--- src/rtl/ibex_pext_ex_seq_pkg.sv ---
// Shared types and constants for the P-extension execute-stage sequencer.
package ibex_pext_ex_seq_pkg;

  // Width of each ALU intermediate-value register (32-bit data plus carry/guard bits).
  localparam int unsigned PEXT_IMD_W = 34;

  typedef enum logic [1:0] {
    SEQ_IDLE = 2'd0,
    SEQ_BUSY = 2'd1,
    SEQ_HOLD = 2'd2
  } pext_seq_state_e;

endpackage

--- src/rtl/ibex_pext_ex_seq_if.sv ---
// Sequencer <-> P-ALU connection: enable, completion, result and intermediate values.
interface ibex_pext_ex_seq_if;

  logic                                                alu_en;
  logic                                                valid;
  logic [31:0]                                         result;
  logic                                                set_ov;
  logic [1:0][ibex_pext_ex_seq_pkg::PEXT_IMD_W-1:0]    imd_val_d;
  logic [1:0]                                          imd_val_we;
  logic [1:0][ibex_pext_ex_seq_pkg::PEXT_IMD_W-1:0]    imd_val_q;

  // Sequencer side
  modport master (
    output alu_en, imd_val_q,
    input  valid, result, set_ov, imd_val_d, imd_val_we
  );

  // ALU side
  modport slave (
    input  alu_en, imd_val_q,
    output valid, result, set_ov, imd_val_d, imd_val_we
  );

endinterface

--- src/rtl/ibex_pext_ex_seq_chk.sv ---
// Protocol checks on the sequencer's issue interface.
module ibex_pext_ex_seq_chk
  import ibex_pext_ex_seq_pkg::*;
(
  input logic            clk_i,
  input logic            rst_ni,
  input pext_seq_state_e state,
  input logic            en
);

  // ID must keep the instruction valid for the whole of a multi-cycle op
  a_en_held_in_busy: assert property (@(posedge clk_i) disable iff (!rst_ni)
    (state == SEQ_BUSY) |-> en);

endmodule

--- src/rtl/ibex_pext_imd_regs.sv ---
// Two-entry intermediate-value register bank with per-entry write enable
// and a synchronous clear that overrides any write.
module ibex_pext_imd_regs
  import ibex_pext_ex_seq_pkg::*;
(
  input  logic                        clk_i,
  input  logic                        rst_ni,
  input  logic                        clr_i,
  input  logic [1:0]                  we_i,
  input  logic [1:0][PEXT_IMD_W-1:0]  d_i,
  output logic [1:0][PEXT_IMD_W-1:0]  q_o
);

  // Register bank: clear wins over per-entry writes
  always_ff @(posedge clk_i or negedge rst_ni) begin
    if (!rst_ni) begin
      q_o <= '0;
    end else if (clr_i) begin
      q_o <= '0;
    end else begin
      for (int r = 0; r < 2; r++) begin
        if (we_i[r]) begin
          q_o[r] <= d_i[r];
        end
      end
    end
  end

endmodule

--- src/rtl/ibex_pext_ex_seq.sv ---
// Execute-stage sequencer for the P-extension ALU: gates the ALU enable,
// owns the intermediate-value registers, tracks multi-cycle ops, holds a
// result while writeback stalls and maintains the sticky vxsat flag.
module ibex_pext_ex_seq
  import ibex_pext_ex_seq_pkg::*;
#(
  parameter int unsigned MaxCycles = 8,
  parameter bit          ResetAll  = 1'b0
) (
  input  logic                clk_i,
  input  logic                rst_ni,
  input  logic                en_i,
  input  logic                kill_i,
  input  logic                wb_ready_i,
  ibex_pext_ex_seq_if.master  alu,
  output logic [31:0]         result_o,
  output logic                wb_valid_o,
  output logic                ex_ready_o,
  output logic                vxsat_o,
  input  logic                vxsat_we_i,
  input  logic                vxsat_wdata_i,
  output logic                err_timeout_o
);

  localparam logic [7:0] MAX_CNT = 8'(MaxCycles);

  pext_seq_state_e state_q, state_d;
  logic [7:0]      cnt_q, cnt_d;
  logic [31:0]     hold_result_q;
  logic            hold_ov_q;
  logic            vxsat_q, vxsat_d;
  logic            live;
  logic            capture;
  logic            timeout;
  logic            ov;
  logic            retire_ov;

  // A live cycle is an un-killed valid instruction while the ALU may work on it
  assign live = en_i & ~kill_i & (state_q != SEQ_HOLD);

  ibex_pext_imd_regs u_imd_regs (
    .clk_i  (clk_i),
    .rst_ni (rst_ni),
    .clr_i  (timeout),
    .we_i   (alu.imd_val_we & {2{live}}),
    .d_i    (alu.imd_val_d),
    .q_o    (alu.imd_val_q)
  );

  // State and cycle-count registers
  always_ff @(posedge clk_i or negedge rst_ni) begin
    if (!rst_ni) begin
      state_q <= SEQ_IDLE;
      cnt_q   <= 8'd0;
    end else begin
      state_q <= state_d;
      cnt_q   <= cnt_d;
    end
  end

  // Next-state logic, including watchdog expiry and hold capture
  always_comb begin
    state_d = state_q;
    cnt_d   = cnt_q;
    capture = 1'b0;
    timeout = 1'b0;
    case (state_q)
      SEQ_IDLE, SEQ_BUSY: begin
        if (kill_i || !en_i) begin
          state_d = SEQ_IDLE;
          cnt_d   = 8'd0;
        end else if (alu.valid) begin
          cnt_d = 8'd0;
          if (wb_ready_i) begin
            state_d = SEQ_IDLE;
          end else begin
            state_d = SEQ_HOLD;
            capture = 1'b1;
          end
        end else if (state_q == SEQ_IDLE) begin
          state_d = SEQ_BUSY;
          cnt_d   = 8'd1;
        end else if (cnt_q >= MAX_CNT) begin
          state_d = SEQ_IDLE;
          cnt_d   = 8'd0;
          timeout = 1'b1;
        end else begin
          cnt_d = cnt_q + 8'd1;
        end
      end
      SEQ_HOLD: begin
        if (wb_ready_i) begin
          state_d = SEQ_IDLE;
        end else begin
          state_d = SEQ_HOLD;
        end
      end
      default: begin
        state_d = SEQ_IDLE;
        cnt_d   = 8'd0;
      end
    endcase
  end

  // Output logic: a live result or the held result is presented to writeback
  always_comb begin
    alu.alu_en    = live;
    wb_valid_o    = 1'b0;
    result_o      = 32'd0;
    ex_ready_o    = 1'b0;
    ov            = 1'b0;
    err_timeout_o = timeout;
    case (state_q)
      SEQ_IDLE, SEQ_BUSY: begin
        if (live && alu.valid) begin
          wb_valid_o = 1'b1;
          result_o   = alu.result;
          ov         = alu.set_ov;
          ex_ready_o = wb_ready_i;
        end else begin
          wb_valid_o = 1'b0;
        end
      end
      SEQ_HOLD: begin
        wb_valid_o = 1'b1;
        result_o   = hold_result_q;
        ov         = hold_ov_q;
        ex_ready_o = wb_ready_i;
      end
      default: begin
        wb_valid_o = 1'b0;
      end
    endcase
  end

  // Hold register: optionally left out of reset since it is only read in HOLD
  if (ResetAll) begin : g_hold_rst
    // Capture result and overflow when writeback stalls (with reset)
    always_ff @(posedge clk_i or negedge rst_ni) begin
      if (!rst_ni) begin
        hold_result_q <= 32'd0;
        hold_ov_q     <= 1'b0;
      end else if (capture) begin
        hold_result_q <= alu.result;
        hold_ov_q     <= alu.set_ov;
      end
    end
  end else begin : g_hold_nrst
    // Capture result and overflow when writeback stalls (no reset)
    always_ff @(posedge clk_i) begin
      if (capture) begin
        hold_result_q <= alu.result;
        hold_ov_q     <= alu.set_ov;
      end
    end
  end

  assign retire_ov = wb_valid_o & wb_ready_i & ov;

  // Sticky saturation: a hardware set on retire always wins over a CSR clear
  always_comb begin
    vxsat_d = vxsat_q;
    if (vxsat_we_i) begin
      vxsat_d = vxsat_wdata_i | retire_ov;
    end else if (retire_ov) begin
      vxsat_d = 1'b1;
    end else begin
      vxsat_d = vxsat_q;
    end
  end

  // vxsat register
  always_ff @(posedge clk_i or negedge rst_ni) begin
    if (!rst_ni) begin
      vxsat_q <= 1'b0;
    end else begin
      vxsat_q <= vxsat_d;
    end
  end

  assign vxsat_o = vxsat_q;

  ibex_pext_ex_seq_chk u_chk (
    .clk_i  (clk_i),
    .rst_ni (rst_ni),
    .state  (state_q),
    .en     (en_i)
  );

endmodule

--- src/flat_wrapper.sv ---
// flat-port wrapper written by rule: the top's interface ports become plain ports
module ibex_pext_ex_seq_flat import ibex_pext_ex_seq_pkg::*;
#(
  parameter int unsigned MaxCycles = 8,
  parameter bit          ResetAll  = 1'b0
)
  (clk_i, rst_ni, en_i, kill_i, wb_ready_i, result_o, wb_valid_o, ex_ready_o, vxsat_o, vxsat_we_i, vxsat_wdata_i, err_timeout_o, alu_alu_en, alu_imd_val_q, alu_valid, alu_result, alu_set_ov, alu_imd_val_d, alu_imd_val_we);
  ibex_pext_ex_seq_if alu_i ();
  input  logic clk_i;
  input  logic rst_ni;
  input  logic en_i;
  input  logic kill_i;
  input  logic wb_ready_i;
  output logic [31:0] result_o;
  output logic wb_valid_o;
  output logic ex_ready_o;
  output logic vxsat_o;
  input  logic vxsat_we_i;
  input  logic vxsat_wdata_i;
  output logic err_timeout_o;
  output wire logic [$bits(alu_i.alu_en)-1:0] alu_alu_en;
  output wire logic [$bits(alu_i.imd_val_q)-1:0] alu_imd_val_q;
  input wire logic [$bits(alu_i.valid)-1:0] alu_valid;
  input wire logic [$bits(alu_i.result)-1:0] alu_result;
  input wire logic [$bits(alu_i.set_ov)-1:0] alu_set_ov;
  input wire logic [$bits(alu_i.imd_val_d)-1:0] alu_imd_val_d;
  input wire logic [$bits(alu_i.imd_val_we)-1:0] alu_imd_val_we;
  assign alu_alu_en = alu_i.alu_en;
  assign alu_imd_val_q = alu_i.imd_val_q;
  assign alu_i.valid = alu_valid;
  assign alu_i.result = alu_result;
  assign alu_i.set_ov = alu_set_ov;
  assign alu_i.imd_val_d = alu_imd_val_d;
  assign alu_i.imd_val_we = alu_imd_val_we;
  ibex_pext_ex_seq #(.MaxCycles(MaxCycles), .ResetAll(ResetAll)) u_core (.clk_i(clk_i), .rst_ni(rst_ni), .en_i(en_i), .kill_i(kill_i), .wb_ready_i(wb_ready_i), .alu(alu_i), .result_o(result_o), .wb_valid_o(wb_valid_o), .ex_ready_o(ex_ready_o), .vxsat_o(vxsat_o), .vxsat_we_i(vxsat_we_i), .vxsat_wdata_i(vxsat_wdata_i), .err_timeout_o(err_timeout_o));
endmodule
--- config.mk ---
export PLATFORM = sky130hd
export DESIGN_NAME = ibex_pext_ex_seq_flat
export DESIGN_NICKNAME = d
export VERILOG_FILES = /design/src/rtl/ibex_pext_ex_seq_pkg.sv /design/src/rtl/ibex_pext_ex_seq_if.sv /design/src/rtl/ibex_pext_ex_seq_chk.sv /design/src/rtl/ibex_pext_imd_regs.sv /design/src/rtl/ibex_pext_ex_seq.sv /design/src/flat_wrapper.sv
export SDC_FILE = /design/constraint.sdc
export NUM_CORES = 1
export LEC_CHECK = 0
export CAP_MARGIN = 10
export CORE_MARGIN = 2
export CORE_UTILIZATION = 55
export CTS_BUF_LIST = sky130_fd_sc_hd__clkbuf_2 sky130_fd_sc_hd__clkbuf_4 sky130_fd_sc_hd__clkbuf_8
export DETAILED_ROUTE_END_ITERATION = 16
export DONT_BUFFER_PORTS = 1
export GPL_ROUTABILITY_DRIVEN = 1
export PLACE_DENSITY = 0.72
export SLEW_MARGIN = 20
export SYNTH_ARGS = -nofsm -noshare
export SYNTH_HDL_FRONTEND = slang
export SYNTH_SLANG_ARGS = --single-unit
export TNS_END_PERCENT = 100
--- constraint.sdc ---
create_clock -name clk_i -period 2.9 [get_ports clk_i]
set_clock_uncertainty 0.1 [all_clocks]
set_input_delay 0.58 -clock clk_i [delete_from_list [all_inputs] [get_ports clk_i]]
set_output_delay 0.58 -clock clk_i [all_outputs]
set_load 0.1 [all_outputs]
# [After elaboration in Yosys (flattened, before gate mapping)]
# Index checks and enable logic that the tools add are counted.
[totals] word_cells=61 ff_bits=112 inputBits=111
[op_classes] bitwise_logic=7 eq_ne=4 addsub=1 mux=33 order_cmp=1 reduce_logical=8
[ops] operator="34-bit 2-to-1 mux" n=2
[ops] operator="68-bit 2-to-1 mux" n=1
[ops] operator="32-bit one-hot mux with 2 select lines" n=1
[ops] operator="32-bit 2-to-1 mux" n=1
[ops] operator="8-bit 2-to-1 mux" n=4
[ops] operator="8-bit one-hot mux with 2 select lines" n=1
[ops] operator="1-bit 2-to-1 mux" n=14
[ops] operator="2-bit 2-to-1 mux" n=5
[ops] operator="8-bit by 1-bit adder with 8-bit output, second input constant" n=1
[ops] operator="8-bit by 4-bit >= comparator with 1-bit output, second input constant" n=1
[ops] operator="1-bit one-hot mux with 2 select lines" n=3
[ops] operator="2-bit nonzero test" n=3
[ops] operator="5-bit by 2-bit != test with 1-bit output, second input constant" n=1
[ops] operator="1-bit bitwise AND" n=4
[ops] operator="2-bit one-hot mux with 2 select lines" n=1
[ops] operator="2-bit bitwise AND" n=1
[ops] operator="2-bit by 1-bit == test with 1-bit output, second input constant" n=1
[ops] operator="2-bit == test, second input constant" n=1
[ops] operator="2-bit zero test" n=1
[ops] operator="2-bit != test, second input constant" n=1
[ops] operator="2-bit OR reduction" n=1
[ops] operator="1-bit logical AND" n=1
[ops] operator="1-bit zero test" n=1
[ops] operator="1-bit logical OR" n=1
[ops] operator="other kinds (2)" n=2

# [Longest topological paths before layout]
# Gate-level depths: netlist of run 1.
[logic_depth] word_depth=10 ltp_mapped=7 depth_no_buf=4

# [By module]
# A second synthesis of run 1 with hierarchy kept.
[unflattened] cells_unflattened=344 area_unflattened_um2=4668.2
[by_module_without_submodules] module="ibex_pext_imd_regs" instances=1 area_per_inst_um2=2821.5 cells_each=220
[by_module_without_submodules] module="ibex_pext_ex_seq" instances=1 area_per_inst_um2=1846.8 cells_each=124

# [Worst setup path after synthesis of run 1]
# Ideal clock, no wire load.
[synth_timing] kind="input port to output port" from="in kill_i" to="out ex_ready_o" n_path_buf=0 arrival_time_ns=2.458 t_required_ns=2.220 path_stages=4 setup_slack_ns=-0.238 path_cell_list="nor3b_2 nand2_1 nand2_1 and2_1"
[synth_via] elab_chain_len=6
[synth_lines] element="start: declaration" line_no="flat_wrapper.sv:12" source="input logic kill_i;"
[synth_lines] element="1-bit inverter" line_no="ibex_pext_ex_seq.sv:39" source="assign live = en_i & ~kill_i & (state_q != SEQ_HOLD);"
[synth_lines] element="1-bit bitwise AND (2 in a row)" line_no="ibex_pext_ex_seq.sv:39"
[synth_lines] element="1-bit logical AND" line_no="ibex_pext_ex_seq.sv:115" source="if (live && alu.valid) begin"
[synth_lines] element="1-bit 2-to-1 mux" line_no="ibex_pext_ex_seq.sv:115"
[synth_lines] element="1-bit one-hot mux with 2 select lines" line_no="ibex_pext_ex_seq.sv:113" source="case (state_q)"
[synth_lines] element="end: declaration" line_no="flat_wrapper.sv:16" source="output logic ex_ready_o;"
# Every way passes these cells.

# [Worst setup path after layout of run 1]
[layout_timing] from="reg u_core.state_q[1]" to="out result_o[29]"
[layout_via] elab_chain_len=5 word_cells_on_any_way=9 classes_between="3 x eq/ne; 2 x mux; 1 x bitwise; 3 x reduce/logical"
[layout_lines] element="start: declaration" line_no="ibex_pext_ex_seq.sv:27" source="pext_seq_state_e state_q, state_d;"
[layout_lines] element="start signal: assignment" line_no="ibex_pext_ex_seq.sv:56" source="state_q <= state_d;"
[layout_lines] element="2-bit != test" line_no="ibex_pext_ex_seq.sv:39"
[layout_lines] element="1-bit bitwise AND" line_no="ibex_pext_ex_seq.sv:39"
[layout_lines] element="1-bit logical AND" line_no="ibex_pext_ex_seq.sv:115"
[layout_lines] element="32-bit 2-to-1 mux" line_no="ibex_pext_ex_seq.sv:115"
[layout_lines] element="32-bit one-hot mux with 2 select lines (*)" line_no="ibex_pext_ex_seq.sv:113"
[layout_lines] element="end: declaration" line_no="flat_wrapper.sv:14" source="output logic [31:0] result_o;"
# Every way passes the cells marked *; elsewhere a longest branch is shown, timed or not.

==> results, run 1 <==
- The placed wire-length estimate after detailed placement is between 7000 and 8000 um.
- The internal power of the cells is 2.41 mW.
- The footprint of the multi-input gates is between 1500 and 2000 sq um.
- The number of unique standard cell types used by synthesis is 29.
- The switching part of the total is 0.523.
- CTS built an H-tree with a depth of 3.
- The wire length after detailed routing is a little under 10000 um.
- The path class of the tightest hold or removal check is input port to register.
- For this block, the initial DRC count from the detailed router was about 120.
- The number of maximum-capacitance constraint violations is 0.
- Clock-pin slew was measured on the worst setup and hold paths at ~0.10 ns.
- When the netlist entered floorplanning its net count stood at 460.
- The placeable core area is between 8000 and 9000 sq um.
- In the final layout, the share of cells above drive strength 1 is 0.204.
- At the pin with the least slew margin, the transition time is approximately 0.94 ns.
- The cell at the root of the clock tree is sky130_fd_sc_hd__clkbuf_8.
- The library cell used most frequently in the layout, excluding fill and tap cells, is sky130_fd_sc_hd__dfrtp_1.
- The type of the worst setup path is register to output port.
- The worst hold path begins at wb_ready_i.
- The fraction of power consumed by the clock network is 0.175.
- The number of slew-limit violations in the final report is 0.
- The clock reaches the later pin of the worst-skew pair after around 0.36 ns.
- The worst-path maximum fanout is 33.
- The count of input and output buffers is 0.
- The nature of the critical path endpoint is an output port.
- The setup check on the worst reg-to-reg path leaves a slack of 0.92 ns.
- The average footprint of a synthesized cell is between 10 and 15 sq um.
- TritonCTS built the clock tree.
- between 200 and 250 I/O pins were placed.
- The via count of the first global-routing pass came to 2900.
- Counting along the longest clock path gives a buffer depth of 2.
- The post-route DRC violation count is 0.
- The final critical-path share of the clock period is 0.948.
- The startpoint of the worst register-to-register path is u_core.state_q[1].
- The initial core utilization is 0.568.
- The data required time at the worst endpoint is roughly 2.2 ns.
- The via count is around 2800.
- The arrival time at the worst endpoint is between 2 and 2.5 ns.
- The first global-routing pass estimated between 10000 and 15000 um of wire.
- For this run the aggregate overflow at the end of global routing stands at 0.
- The final hold violation count is 0.
- Once detail routing completed, the nets flagged for antenna violations numbered 0.
- Across every metal layer, demand over resource in global routing totals 0.205.
- The floorplan step set the die height to 96.1 um.
- The layout filler cell count is 590.
- Row generation in the floorplan step produced 33 rows.
- Setup repair after global routing left no endpoint under its margin.
- Routability-driven placement finished with a final weighted congestion of about 0.73.
- The static leakage is around 2.7 nW.
- The library cells used most frequently in the layout, excluding fill and tap cells, are 79 x sky130_fd_sc_hd__dfrtp_1, 69 x sky130_fd_sc_hd__mux2i_1, 59 x sky130_fd_sc_hd__nor2_1.
- Headroom to the max-slew limit came out at 0.372.
- For this design the ratio of total power to cell area is roughly 900 nW/um^2.
- Clock tree synthesis found a total of 112 sinks.
- The part of the Yosys area used for sequential elements is 0.636.
- The setup TNS is 0 ns.
- The summed instance area of the synthesized netlist is 4670 sq um.
- The smallest clock period supported by the final layout is computed as about 2.7 ns.
- The flow ran to the end, and the final reports show no timing, DRC or antenna violations.
- TritonCTS created 9 clock buffers.
- Timing would allow up to 364 MHz.
- The warning count from the yosys run is 0.
- Synthesis handed over a netlist of around 350 instances.
- The count of buffers added by post-CTS timing repair for setup is 0.
- The critical path starts at u_core.state_q[1].
- The register share of total power is 0.699.
- The number of antenna diodes in the final layout is 0.
- The area growth from synthesis to final layout is 20.0%.
- The sum of internal, switching and leakage power is around 5 mW.
- The worst-case vdd ir drop is 372 uV.
- After synthesis the netlist holds a flip-flop and latch count of 112.
- The number of antenna violations at the first check in global routing is 0.
- The analysis attributes to net switching a power of between 2 and 3 mW.
- The detail-routed net length per standard cell is about 20 um.
- The share of total power dissipated in combinational logic is 0.126.
- The startpoint type of the worst setup path is a register.
- The first detailed-routing pass ran for 4 iterations.
- The largest net degree at the start of global routing is 80.
- The final count of negative-setup-slack endpoints is 0.
- For this run, the post-layout net count is between 400 and 500.
- In this run the horizontal extent of the chip is roughly 96 um.
- The footprint of the flip-flops and latches is 2970 sq um.
- The number of vias per cell is a little under 6.
- The floorplan step defined a die boundary enclosing ~9200 sq um.
## sequential cells by signal, indices dropped and copies added, names as in the netlist
name and flops:
u_core.cnt_q 8, u_core.hold_ov_q 1, u_core.hold_result_q 32, u_core.state_q 2, u_core.u_imd_regs.q_o 68, u_core.vxsat_o 1
## synthesized netlist by cell type
library cell / instances / share of area
sky130_fd_sc_hd__nor2_1: 60 / 0.048
sky130_fd_sc_hd__ha_1: 2 / 0.0054
sky130_fd_sc_hd__nor2b_1: 3 / 0.0040
sky130_fd_sc_hd__nand2b_2: 1 / 0.0019
sky130_fd_sc_hd__and2_1: 7 / 0.0094
sky130_fd_sc_hd__nand3_1: 6 / 0.0064
sky130_fd_sc_hd__nand2_1: 4 / 0.0032
sky130_fd_sc_hd__a21boi_0: 1 / 0.0016
sky130_fd_sc_hd__o22ai_1: 1 / 0.0013
sky130_fd_sc_hd__nor2_2: 10 / 0.013
sky130_fd_sc_hd__o21ai_0: 2 / 0.0021
sky130_fd_sc_hd__buf_6: 9 / 0.022
sky130_fd_sc_hd__buf_4: 5 / 0.0080
sky130_fd_sc_hd__nor3b_2: 1 / 0.0027
sky130_fd_sc_hd__a22o_1: 32 / 0.060
sky130_fd_sc_hd__a21oi_1: 2 / 0.0021
sky130_fd_sc_hd__mux2i_1: 69 / 0.15
sky130_fd_sc_hd__nand4_1: 1 / 0.0013
sky130_fd_sc_hd__nand2b_1: 1 / 0.0013
sky130_fd_sc_hd__and3_1: 1 / 0.0013
sky130_fd_sc_hd__nor3b_1: 1 / 0.0016
sky130_fd_sc_hd__clkbuf_1: 1 / 0.00080
sky130_fd_sc_hd__o32ai_1: 1 / 0.0019
sky130_fd_sc_hd__inv_1: 3 / 0.0024
sky130_fd_sc_hd__nor3_2: 1 / 0.0021
sky130_fd_sc_hd__edfxtp_1: 33 / 0.21
sky130_fd_sc_hd__dfrtp_1: 79 / 0.42
sky130_fd_sc_hd__buf_2: 9 / 0.0097
sky130_fd_sc_hd__a21o_1: 1 / 0.0016
## path summary, 6_finish.rpt
check / endpoint / cells after the start
max reg2reg: u_core.u_imd_regs.q_o[36] / 4
max: result_o[29] / 5
max in group asynchronous: u_core.u_imd_regs.q_o[21] / 2
min reg2reg: u_core.cnt_q[7] / 1
min: u_core.state_q[1] / 1
min in group asynchronous: u_core.u_imd_regs.q_o[62] / 2
## what timing repair did
action                                 4_1_cts  5_1_grt
hold buffers                                 2        0
setup endpoints to repair                    0        0
gates resized for setup                      0        0
endpoints found under the hold margin       79        0
## power by group through the flow
stage                     Sequential [mW]  Clock [mW]  Combinational, mW
after global routing                 3.56       0.966              0.688
after detailed placement             3.57           0              0.619
after CTS                            3.53       0.910              0.645
final                                3.53       0.883              0.637
after global placement               3.56           0              0.596
after floorplan                      3.51           0              0.463
## cell families after synthesis
kind of cell	synth area share
adder cells (fa/ha/maj)	0.00536
multiplexers	0.148
AND/OR/NAND/NOR	0.0971
buffers and inverters	0.0426
AO/OA/AOI/OAI	0.0708
flip-flops	0.636
## cell type report
cell class / instances / area share
clock inverters: 6 / 0.00894
flip-flops and latches: 112 / 0.530
well taps: 105 / 0.0235
inverters: 3 / 0.00201
clock buffers: 10 / 0.0246
repair buffers: 44 / 0.139
multi-input cells: 208 / 0.272
## worst max-delay path: stages, from the launching register on
cell	delay [ns]
sky130_fd_sc_hd__dfrtp_1	0.44
sky130_fd_sc_hd__nor3b_2	0.32
sky130_fd_sc_hd__and2_1	0.18
sky130_fd_sc_hd__buf_4	0.32
sky130_fd_sc_hd__a22o_1	0.25
sky130_fd_sc_hd__buf_12	0.19
## per-layer routing
metal | GRT usage | vias to the layer above | wire length, um
met5 | 0 | - | 0
met4 | 0.0821 | 0 | 146
met3 | 0.104 | 13 | 1350
met2 | 0.328 | 144 | 4770
met1 | 0.233 | 1391 | 3620
li1 | - | 1281 | -
## metrics by stage
step / utilization / setup slack [ns] / hold WS [ns] / cell area (sq um) / std cells
global route: 0.681 / 0.0284 / 0.152 / 5600 / 488
global placement: 0.654 / 0.466 / 0.186 / 5370 / 470
CTS: 0.681 / 0.134 / 0.152 / 5600 / 488
detailed placement: 0.654 / 0.430 / 0.186 / 5370 / 470
finish: 0.681 / 0.152 / 0.168 / 5600 / 488
floorplan: - / 0.0156 / 0.184 / 4670 / 347
Power figures use the tool's default switching activity.
==> run 2: changes to the inputs <==
--- a/config.mk
+++ b/config.mk
@@ -9,11 +9,12 @@
 export CORE_MARGIN = 2
 export CORE_UTILIZATION = 55
 export CTS_BUF_LIST = sky130_fd_sc_hd__clkbuf_2 sky130_fd_sc_hd__clkbuf_4 sky130_fd_sc_hd__clkbuf_8
+export CTS_CLUSTER_DIAMETER = 120
 export DETAILED_ROUTE_END_ITERATION = 16
 export DONT_BUFFER_PORTS = 1
 export GPL_ROUTABILITY_DRIVEN = 1
 export PLACE_DENSITY = 0.72
-export SLEW_MARGIN = 20
+export SLEW_MARGIN = 0
 export SYNTH_ARGS = -nofsm -noshare
 export SYNTH_HDL_FRONTEND = slang
 export SYNTH_SLANG_ARGS = --single-unit
==> results of run 2 <==
No change in the layout: final DEF, timing and power equal those of run 1.
==> run 3: changes to the inputs <==
--- a/config.mk
+++ b/config.mk
@@ -17,5 +17,6 @@
 export SLEW_MARGIN = 0
 export SYNTH_ARGS = -nofsm -noshare
 export SYNTH_HDL_FRONTEND = slang
+export SYNTH_HIERARCHICAL = 1
 export SYNTH_SLANG_ARGS = --single-unit
-export TNS_END_PERCENT = 100
+export TNS_END_PERCENT = 1
==> run 3 against run 2 <==
Compared with the run above:
- the flow now finishes with violations (negative hold slack)
- power is 1.6% lower
- utilization is 0.40 points higher
- sequential power is 2% lower
- hold slack worse by 0.17 ns
- via count is 2.0% lower
- register-to-register slack worse by 0.09 ns
- worst setup slack better by 0.027 ns
- wire length is 1.5% higher
==> results, run 3 <==
- The largest total area in the synthesized netlist belongs to sky130_fd_sc_hd__dfrtp_1.
- The largest registers in the layout are u_core/u_imd_regs/q_o (68), u_core/hold_result_q (32), u_core/cnt_q (8).
- The floorplan has 33 rows.
- The register clock-pin slew on the reported worst setup and hold paths is 0.11 ns.
- The first-pass GRT wire length is 14800 um.
- The post-route DRC violation count is 0.
- Max-cap violations in this run came to 0.
- The net count of the finished layout is around 500.
- The area growth from synthesis to final layout is 20.6%.
- Yosys mapped a number of flops with a built-in enable equal to 33.
- The critical path depth in cells is 4.
- Counting every net in the synthesized netlist gives 457.
- The hold buffer count at cts is 1.
- Data on the critical path arrives at its endpoint at 2.04 ns.
- In this run, distinct cell masters in the synthesized netlist total 30.
- The register share of total power is 0.699.
- The number of standard cells after synthesis is around 340.
- The count of instances resized after the clock tree is built is 0.
- Of the post-synthesis cell area, the dominant cell type holds 0.423.
- For the pin with the worst max-slew slack, the measured transition is 0.930 ns.
- The number of flip-flops under the largest register name is 68.
- The nature of the critical path endpoint is an output port.
- The primary flip-flop cell chosen by synthesis mapping is sky130_fd_sc_hd__dfrtp_1.
- Counting flops per register, the top entry is u_core/u_imd_regs/q_o.
- The number of vias per cell is 5.70.
- The static leakage is 2.29 nW.
- The area fraction in compound gates after synthesis is 0.0718.
- The fraction of power consumed by the clock network is 0.176.
- The library cell contributing the largest single delay on the critical path is sky130_fd_sc_hd__dfrtp_1.
- The final reports fail on negative hold slack.
- The startpoint type of the worst setup path is a register.
- The layout filler cell count is just under 600.
- The run finished, with violations left.
- Of the total synthesized cell area, the portion taken by XOR and XNOR cells is 0.00188.
- The kind of cell adding the most delay to the critical path is buffers and inverters.
- Headroom to the max-slew limit came out at 0.380.
- The final standard cell area without fillers is between 5000 and 6000 sq um.
- The largest family of logic cells by synthesized area is multiplexers.
- For this run, the slowest stage of the critical path takes ~0.51 ns.
- Entering global routing, the biggest net connects 80 pins.
- The endpoint of the lowest-slack register-to-register path is u_core/u_imd_regs/q_o[2].
- After synthesis, the cell types taking the most area are sky130_fd_sc_hd__dfrtp_1 42%, sky130_fd_sc_hd__edfxtp_1 21%, sky130_fd_sc_hd__mux2i_1 15%.
- In this run the cell area of the synthesized design comes to about 4700 sq um.
- The placeable core area is around 8200 sq um.
- The final hold violation count is 7.
- Across the VDD grid, the largest voltage drop is ~430 uV.
- The clock passes through at most 2 buffers.
- The weighted congestion reported at the end of routability-driven placement is ~0.73.
- Across every metal layer, demand over resource in global routing totals 0.212.
- The TritonCTS clock tree is done.
- The H-tree generated during clock tree synthesis spans 3 levels.
- The detail route stage leaves a number of antenna-violating nets equal to 0.
- The library cell with the highest instance count after synthesis is sky130_fd_sc_hd__dfrtp_1.
- 0 antenna diodes ended up in the layout.
- The via count is roughly 2800.
- The number of slew-limit violations in the final report was 0.
- In the finished design, the share of the clock period the worst path needs comes to 0.938.
- The number of DRC violations after detailed-routing iteration 0 is about 150.
- The clock latency of the later-clocked register in the worst-skew pair is about 0.35 ns.
- Of the total power, the share spent switching nets is 0.515.
- Sorting the synthesized cells by how often they occur yields 79 x sky130_fd_sc_hd__dfrtp_1, 69 x sky130_fd_sc_hd__mux2i_1, 69 x sky130_fd_sc_hd__nor2_1.
- The combinational cell fraction of total power is 0.126.
- In this run the horizontal extent of the chip is roughly 96 um.
- The multiplexer share of the synthesized area is 0.148.
- The wire length after detailed routing is between 10000 and 15000 um.
- For the worst setup path, the data required time is between 2 and 2.5 ns.
- The post-synthesis register bit count is approximately 110.
- Along the worst path, the maximum fanout reaches 24.
- The switching power is between 2 and 3 mW.
- The worst setup path is of the register to output port kind.
- The worst register-to-register path has a setup slack of approximately 0.83 ns.
- The detail-routed net length per standard cell is ~21 um.
- The pre-antenna-repair detailed-routing pass consisted of 4 iterations.
- For this configuration, the core starts out at a cell density of 0.568.
- The post-place instance area is between 5000 and 6000 sq um.
- The number of buffers added by the clock tree synthesis step is 9.
- The I/O pin total is around 220.
- After legalization and detailed placement, the total HPWL measured ~7400 um.
- The number of antenna violations at the first check in global routing is 0.
- The class of the tightest hold or removal check is input port to async pin.
- The layout cell share with drive strength beyond 1 is 0.189.
- Of all flip-flops after synthesis, the portion carrying an async set or reset was 0.705.
- The library cell used most frequently in the layout, excluding fill and tap cells, is sky130_fd_sc_hd__dfrtp_1.
- The count of input and output buffers is 0.
- The die is 96.1 um tall.
- The startpoint of the worst register-to-register path is u_core/state_q[1].
- Buffers added to address setup during post-CTS repair amount to 0.
- Of the total synthesized cell area, the portion taken by full adders, half adders and majority gates is 0.00536.
- Clock tree synthesis selected as its root buffer the cell sky130_fd_sc_hd__clkbuf_8.
- The power density relative to cell area is 882 nW/um^2.
- In this run the mean area of a mapped cell was 13.6 sq um.
- For this design, the sink count on the clock tree is 112.
- Counting cells, the worst reg-to-reg path comes to 4.
- The via count of the first global-routing pass is between 2000 and 3000.
- The internal power of the cells is approximately 2.4 mW.
- In the layout the commonest cells are 79 x sky130_fd_sc_hd__dfrtp_1, 69 x sky130_fd_sc_hd__mux2i_1, 68 x sky130_fd_sc_hd__nor2_1.
- The critical path buffer and inverter count is 2.
- The share of the Yosys chip area taken by registers is 0.636.
- The smallest clock period supported by the final layout is computed as ~2.7 ns.
- For this run, the top clock speed supported by timing is ~370 MHz.
- The worst hold slack after final layout is -0.00608 ns.
- Walking the worst path, the cells encountered are nor2b_2 > buf_4 > a22o_1 > buf_12.
- The synthesized-area fraction occupied by and/or/nand/nor cells is 0.0890.
- Setup repair after global routing left no endpoint under its margin.
- Yosys printed 6 warnings.
- The floorplan step defined a die boundary enclosing roughly 9000 sq um.
- The aggregate global routing overflow is 0.
- The final count of negative-setup-slack endpoints is 0.
## run 3: kinds of logic after synthesis
kind of cell / count (synthesis)
mux: 69
xor+xnor: 1
flops: 112
fa+ha+maj: 2
compound gates: 41
simple gates: 92
buf+inv: 27
## run 3: final cells by class
class	count	area (sq um)	area share
Timing Repair Buffer	46	816	0.145
Tap cell	105	131	0.0233
Sequential cell	112	2970	0.527
Multi-Input combinational cell	205	1520	0.269
Inverter	2	7.51	0.00133
Clock buffer	11	151	0.0269
Clock inverter	5	38.8	0.00689
## run 3: worst max path at each step
stage                      startpoint                         to  slack, ns
global placement            alu_valid              err_timeout_o       0.56
detailed placement          alu_valid              err_timeout_o       0.56
floorplan                   alu_valid  u_core/u_imd_regs/q_o[10]      -0.45
finish              u_core/state_q[1]               result_o[11]       0.18
CTS                 u_core/state_q[1]               result_o[26]       0.17
global route        u_core/state_q[1]                result_o[9]       0.05
## run 3: metrics by stage
step | setup slack [ns] | total power [mW] | utilization | cells | setup TNS (ns)
finish | 0.178 | 4.97 | 0.685 | 486 | 0
global route | 0.0489 | 5.14 | 0.685 | 486 | 0
CTS | 0.171 | 5.01 | 0.685 | 486 | 0
detailed placement | 0.561 | 4.11 | 0.659 | 469 | 0
global placement | 0.564 | 4.08 | 0.659 | 469 | 0
floorplan | -0.447 | 3.90 | - | 344 | -29.24
## run 3: worst reg2reg max path, cell delays in order (launching register included)
cell,delay [ns]
sky130_fd_sc_hd__dfrtp_1,0.49
sky130_fd_sc_hd__or4b_4,0.60
sky130_fd_sc_hd__nor2_4,0.13
sky130_fd_sc_hd__buf_4,0.45
sky130_fd_sc_hd__nor2_1,0.17
## run 3: routing by layer
| metal | global-route usage | up-vias | part of all wire |
|---|---|---|---|
| met1 | 0.243 | 1344 | 0.37 |
| met2 | 0.343 | 141 | 0.48 |
| li1 | - | 1277 | - |
| met3 | 0.116 | 10 | 0.14 |
| met4 | 0.0607 | 0 | 0.010 |
| met5 | 0 | - | 0 |
## run 3: power by group through the flow
stage	Sequential, mW	Clock [mW]	Combinational (mW)
final	3.47	0.873	0.623
after global routing	3.50	0.973	0.673
after global placement	3.50	0	0.582
after CTS	3.47	0.903	0.630
after floorplan	3.46	0	0.447
after detailed placement	3.51	0	0.604
